[src/rtl/fifo_wr_framer.sv]
// Frames an upstream byte stream into a dual-clock FIFO as a sync header,
// the payload bytes and (when FRAMER_CHECKSUM_EN is defined) a checksum.
//
// Optional feature macro: FRAMER_CHECKSUM_EN
//   defined   : each frame ends with a trailer byte, the mod-256 sum of
//               its payload bytes
//   undefined : no trailer; the frame ends with its last payload byte
//
// Ports
//   clk_w     : write-domain clock, rising edge
//   rst       : asynchronous active-high reset
//   s_data    : upstream payload byte
//   s_valid   : s_data valid
//   s_last    : s_data is the final payload byte of the frame
//   s_ready   : byte accepted this cycle
//   buf_full  : downstream FIFO full
//   buf_in    : byte written into the FIFO
//   wr_en     : FIFO write strobe
//   busy      : framer is not idle
//   frame_cnt : completed frames, wraps 255->0
//   err_len   : one-cycle pulse when a frame is cut at MAX_LEN
module fifo_wr_framer #(
  parameter logic [7:0] SYNC_BYTE = 8'hA5,
  parameter int         MAX_LEN   = 32
) (
  input  logic       clk_w,
  input  logic       rst,
  input  logic [7:0] s_data,
  input  logic       s_valid,
  input  logic       s_last,
  output logic       s_ready,
  input  logic       buf_full,
  output logic [7:0] buf_in,
  output logic       wr_en,
  output logic       busy,
  output logic [7:0] frame_cnt,
  output logic       err_len
);

  localparam logic [7:0] MaxLen = 8'(MAX_LEN);

`ifdef FRAMER_CHECKSUM_EN
  typedef enum logic [1:0] {
    IDLE, HDR, PAY, TRL
  } state_t;
`else
  typedef enum logic [1:0] {
    IDLE, HDR, PAY
  } state_t;
`endif

  state_t     state_q, state_d;
  logic [7:0] len_q, len_d;
  logic [7:0] fcnt_q, fcnt_d;
  logic       err_q, err_d;
  logic       take;
  logic       term;
`ifdef FRAMER_CHECKSUM_EN
  logic [7:0] csum_q, csum_d;
`endif

  always_ff @(posedge clk_w or posedge rst) begin
    if (rst) begin
      state_q <= IDLE;
      len_q   <= '0;
      fcnt_q  <= '0;
      err_q   <= 1'b0;
    end else begin
      state_q <= state_d;
      len_q   <= len_d;
      fcnt_q  <= fcnt_d;
      err_q   <= err_d;
    end
  end

`ifdef FRAMER_CHECKSUM_EN
  always_ff @(posedge clk_w or posedge rst) begin
    if (rst) csum_q <= '0;
    else     csum_q <= csum_d;
  end
`endif

  always_comb begin
    state_d = state_q;
    len_d   = len_q;
    fcnt_d  = fcnt_q;
    err_d   = 1'b0;
    s_ready = 1'b0;
    wr_en   = 1'b0;
    buf_in  = '0;
    take    = 1'b0;
    term    = 1'b0;
`ifdef FRAMER_CHECKSUM_EN
    csum_d  = csum_q;
`endif
    unique case (state_q)
      IDLE: begin
        // The waiting byte is only a trigger; PAY consumes it.
        if (s_valid) begin
          state_d = HDR;
          len_d   = '0;
`ifdef FRAMER_CHECKSUM_EN
          csum_d  = '0;
`endif
        end
      end
      HDR: begin
        buf_in = SYNC_BYTE;
        wr_en  = !buf_full;
        if (!buf_full) state_d = PAY;
      end
      PAY: begin
        s_ready = !buf_full;
        buf_in  = s_data;
        take    = s_valid && !buf_full;
        wr_en   = take;
        if (take) begin
          len_d = len_q + 8'd1;
`ifdef FRAMER_CHECKSUM_EN
          csum_d = csum_q + s_data;
`endif
          // A frame hitting MAX_LEN without s_last is forced closed.
          term  = s_last || (len_d == MaxLen);
          if (term) begin
            err_d = !s_last;
`ifdef FRAMER_CHECKSUM_EN
            state_d = TRL;
`else
            state_d = IDLE;
            fcnt_d  = fcnt_q + 8'd1;
`endif
          end
        end
      end
`ifdef FRAMER_CHECKSUM_EN
      TRL: begin
        buf_in = csum_q;
        wr_en  = !buf_full;
        if (!buf_full) begin
          state_d = IDLE;
          fcnt_d  = fcnt_q + 8'd1;
        end
      end
`endif
      default: state_d = IDLE;
    endcase
  end

  assign busy      = (state_q != IDLE);
  assign frame_cnt = fcnt_q;
  assign err_len   = err_q;

endmodule
[config.mk]
export PLATFORM = sky130hd
export DESIGN_NAME = fifo_wr_framer
export DESIGN_NICKNAME = d
export VERILOG_FILES = /design/src/rtl/fifo_wr_framer.sv
export SDC_FILE = /design/constraint.sdc
export NUM_CORES = 1
export LEC_CHECK = 0
export CORE_MARGIN = 2
export CORE_UTILIZATION = 51
export DETAILED_ROUTE_END_ITERATION = 12
export GPL_ROUTABILITY_DRIVEN = 1
export PLACE_DENSITY_LB_ADDON = 0.2
export REMOVE_ABC_BUFFERS = 1
export SLEW_MARGIN = 10
export SYNTH_ARGS = -nofsm -noshare
export SYNTH_HDL_FRONTEND = slang
export SYNTH_SLANG_ARGS = --single-unit
[constraint.sdc]
create_clock -name clk_w -period 4.28 [get_ports clk_w]
set_clock_uncertainty 0.15 [all_clocks]
set_input_delay 0.856 -clock clk_w [delete_from_list [all_inputs] [get_ports clk_w]]
set_output_delay 0.856 -clock clk_w [all_outputs]
set_load 0.01 [all_outputs]
* Word level (Yosys, flattened, before mapping)
Cells that the tools add are included.
** Word-level totals
- Flip-flop bits (word level) :: 19
- Input port bits :: 13
- Output and inout port bits :: 20
- Logic and storage cells :: 37
** Cells by class
- $add $sub $neg :: 2
- Equality and inequality tests :: 7
- Multiplexer cells :: 14
- Reductions and logical operators :: 10
** Operators by type and width (count)
- one-hot mux 8 bit (2 select lines) :: 2
- adder 8 x 1 -> 8 bit (second input constant) :: 2
- two-way mux 8 bit :: 2
- equality test 8 x 6 -> 1 bit (second input constant) :: 1
- two-way mux 2 bit :: 4
- inequality test 2 bit (second input constant) :: 4
- one-hot mux 2 bit (3 select lines) :: 1
- AND reduction 3 bit :: 2
- two-way mux 1 bit :: 4
- AND reduction 4 bit :: 1
- nonzero test 2 bit :: 2
- equality test 2 x 1 -> 1 bit (second input constant) :: 1
- equality test 2 bit (second input constant) :: 1
- zero test 1 bit :: 2
- zero test 2 bit :: 1
- one-hot mux 1 bit (2 select lines) :: 1
- logical AND 1 bit :: 1
- logical OR 1 bit :: 1

* Logic depth before layout (Yosys ltp)
- Depth in word-level cells :: 6
- Mapped depth :: 8
- Gate-level depth less buffers :: 8

* Worst setup path before layout
OpenSTA, ideal clock, no wires.
- Kind :: input to output
- Start point :: in buf_full
- End point :: out wr_en
- Data arrival time :: 1623 ps
- Data required time :: 3274 ps
- Setup slack :: 1651 ps
- Stages :: 3
- Buffers on the path :: 0
- Path through :: and2b_1 > nand2_1 > a21boi_0
** On the way
- Cells in the longest elaborated chain, start to end :: 3
** Ends and longest elaborated chain
- start, declared :: RTL line 32 : input logic buf_full,
- zero test 1 bit (*) :: RTL line 109, 115
- logical AND 1 bit :: RTL line 115 : take = s_valid && !buf_full;
- one-hot mux 1 bit (2 select lines) (*) :: RTL line 96 : unique case (state_q)
- end, declared :: RTL line 34 : output logic wr_en,
Mark *: on every way between the ends. The rest lies on a longest branch, timed or not.

* Worst setup path in the final report
Ends and elaborated chain as after synthesis.

==> flow_metrics.tcl <==
set metrics [dict create \
    grt_usage_pct 20.12 \
    gp_congestion 0.8145 \
    drt_wl_total_um 2396 \
    synth.ff_latch_count 19 \
    clkTransAtPathRegs_ps 100 \
    die_h_um 52.18 \
    antenna_found_initial 0 \
    clkPwrFrac_pct 12.1 \
    path_class "in2out" \
    r2r_setup_slack_ps 1620 \
    max_freq_mhz 280.2 \
    yosysWarnings 0 \
    run_status "completed" \
    yosysUniqueCellTypes 36 \
    grt_max_degree 20 \
    wl_per_cell_um 13.02 \
    ios 33 \
    die_x_um 52.18 \
    p_per_area_nw_per_um2 451.1 \
    rsz0062_at_grt "no" \
    dieArea_um2 2722 \
    initial_utilization_pct 53.51 \
    viasPerCell 5.250 \
    dp.final_hpwl_um 1929 \
    vdd_drop_max_mv 0.3718 \
    numCtsBuffers 3 \
    setup-violations-final 0 \
    tns_ps 0 \
    mostFrequentLayoutCells "clkdlybuf4s50_1, dfrtp_1, nand2_1" \
    cp-start-kind "primary input" \
    vias 966 \
    grt_overflow_total 0 \
    cts_tree "built" \
    arrival_ps 2560 \
    nets 177 \
    crit_path_end_kind "output pin" \
    cts.sinks 19 \
    internal_power_uw 449.1 \
    grt_pass1_wl_um 4105 \
    ys_seq_area_share_pct 40.17 \
    slew_headroom_pct 53.09 \
    swShare_pct 36.25 \
    port_buffers 32 \
    final_common_cell "clkdlybuf4s50_1" \
    fin_area_um2 1562 \
    post_cts_buffers 0 \
    route.detailed.drc 0 \
    grt_pass1_vias 925 \
    clock_latency_ps 280 \
    hp-class "reg2reg" \
    ant_nets 0 \
    finalHoldViolations 0 \
    period_share_pct 83.38 \
    cellLeakagePower_nw 0.6642 \
    ctsLongestPathBuffers 2 \
    drt_iter0_drc 21 \
    fillers 168 \
    p_sw_uw 255.4 \
    rows 17 \
    syn_avg_cell_area_um2 9.782 \
    p_seq_share_pct 34.0 \
    dr.pass1.iters 4 \
    pwr-share-comb_pct 53.9 \
    worst_slew_pin_slew_ps 702.8 \
    placed_area_um2 1535 \
    seqCellArea_um2 475.5 \
    syn_inst 121 \
    required_ps 3270 \
    multi_input_area_um2 678.2 \
    dpl.cell_count 180 \
    area_growth_syn_to_layout_pct 31.92 \
    hold_buffers 0 \
    cts_resized 0 \
    coreArea_um2 2212 \
    syn_area_um2 1184 \
    htree_levels 1 \
    fin_cells 184 \
    drive_above_1_share_pct 8.974 \
    maxCapViolCount 0 \
    num_antenna_cells 0 \
    worst-path-max-fanout 8 \
    maxSlewViolCount 0 \
    cts_root_buffer "clkbuf_4" \
    min_period_ps 3569 \
    finalPower_uw 704.4 \
]
## state kept, by name, indices dropped and copies added, names as in the netlist
register / flops
len_q: 8
err_len: 1
state_q: 2
frame_cnt: 8
## cells in the mapped netlist
| master | instances | area [µm²] |
|---|---|---|
| o32ai_4 | 1 | 27.53 |
| xnor2_1 | 6 | 52.55 |
| or3_4 | 2 | 22.52 |
| o211ai_2 | 1 | 12.51 |
| and2b_2 | 1 | 8.760 |
| a21oi_1 | 6 | 30.03 |
| nand2_1 | 14 | 52.55 |
| a22oi_1 | 1 | 7.510 |
| o21ai_1 | 2 | 10.01 |
| and2_1 | 7 | 43.79 |
| a21boi_0 | 1 | 7.510 |
| mux2_1 | 1 | 11.26 |
| a21boi_1 | 1 | 7.510 |
| dfrtp_1 | 19 | 475.5 |
| a22o_1 | 1 | 8.760 |
| xor2_1 | 3 | 26.28 |
| a22o_2 | 1 | 10.01 |
| ha_1 | 7 | 87.58 |
| clkbuf_1 | 1 | 3.750 |
| or3_1 | 1 | 6.260 |
| o22a_1 | 1 | 8.760 |
| o21a_1 | 1 | 7.510 |
| nand4_1 | 2 | 12.51 |
| nor3_1 | 1 | 5.000 |
| a31oi_4 | 1 | 21.27 |
| nor2_1 | 5 | 18.77 |
| nor2b_1 | 4 | 25.02 |
| o21ai_0 | 8 | 40.04 |
| nand2b_1 | 1 | 6.260 |
| mux2_4 | 2 | 30.03 |
| mux2_2 | 1 | 11.26 |
| nand3_1 | 7 | 35.03 |
| nor3_2 | 1 | 10.01 |
| and3_1 | 1 | 6.260 |
| and2b_1 | 1 | 7.510 |
| inv_1 | 7 | 26.28 |
## power by group through the flow
stage	Sequential, mW	Clock [mW]	Combinational, mW
6_report	0.239	0.0854	0.380
5_1_grt	0.243	0.0986	0.419
4_1_cts	0.240	0.0889	0.382
3_5_place_dp	0.243	0	0.381
3_3_place_gp	0.240	0	0.370
2_1_floorplan	0.241	0	0.220
## through the flow
stage	worst slack (ps)	hold WS [ps]	util, %
3_5_place_dp	713.4	317.2	69.40
2_1_floorplan	1650	333.7	-
6_report	711.2	336.0	70.59
3_3_place_gp	766.6	311.0	69.40
4_1_cts	704.7	335.4	70.59
5_1_grt	539.1	365.1	70.59
## routing by layer
layer  wire length [µm]  GRT usage, %
met1               1140         28.15
met2               1205         33.12
met3                 34         2.571
met4                 16         5.128
met5                  0             0
## critical path: stages
cell,delay (ps)
clkdlybuf4s50_1,460
and2b_1,270
nand2_1,210
a21boi_0,210
clkdlybuf4s50_1,560
## final cells by class
cell class	count	area share (%)
well taps	28	2.244
flip-flops and latches	19	30.45
repair buffers	32	20.51
inverters	7	1.683
clock buffers	4	1.683
multi-input cells	94	43.43
## logic make-up after synthesis
logic type / count (synthesis) / synth area share (%)
simple gates: 48 / 21.99
buf+inv: 8 / 2.537
mux: 4 / 4.440
fa+ha+maj: 7 / 7.399
compound gates: 26 / 16.81
flops: 19 / 40.17
xor+xnor: 9 / 6.660
## worst paths after layout
| check | startpoint | endpoint | cells past startpoint |
|---|---|---|---|
| setup / recovery | buf_full | wr_en | 5 |
| hold / removal | frame_cnt[7] | frame_cnt[7] | 1 |
| setup reg to reg | state_q[0] | frame_cnt[1] | 7 |
| hold reg to reg | frame_cnt[7] | frame_cnt[7] | 1 |
| max in group asynchronous | rst | frame_cnt[7] | 2 |
| min in group asynchronous | rst | frame_cnt[1] | 2 |
Note: power is estimated with default switching activity, not from simulation.
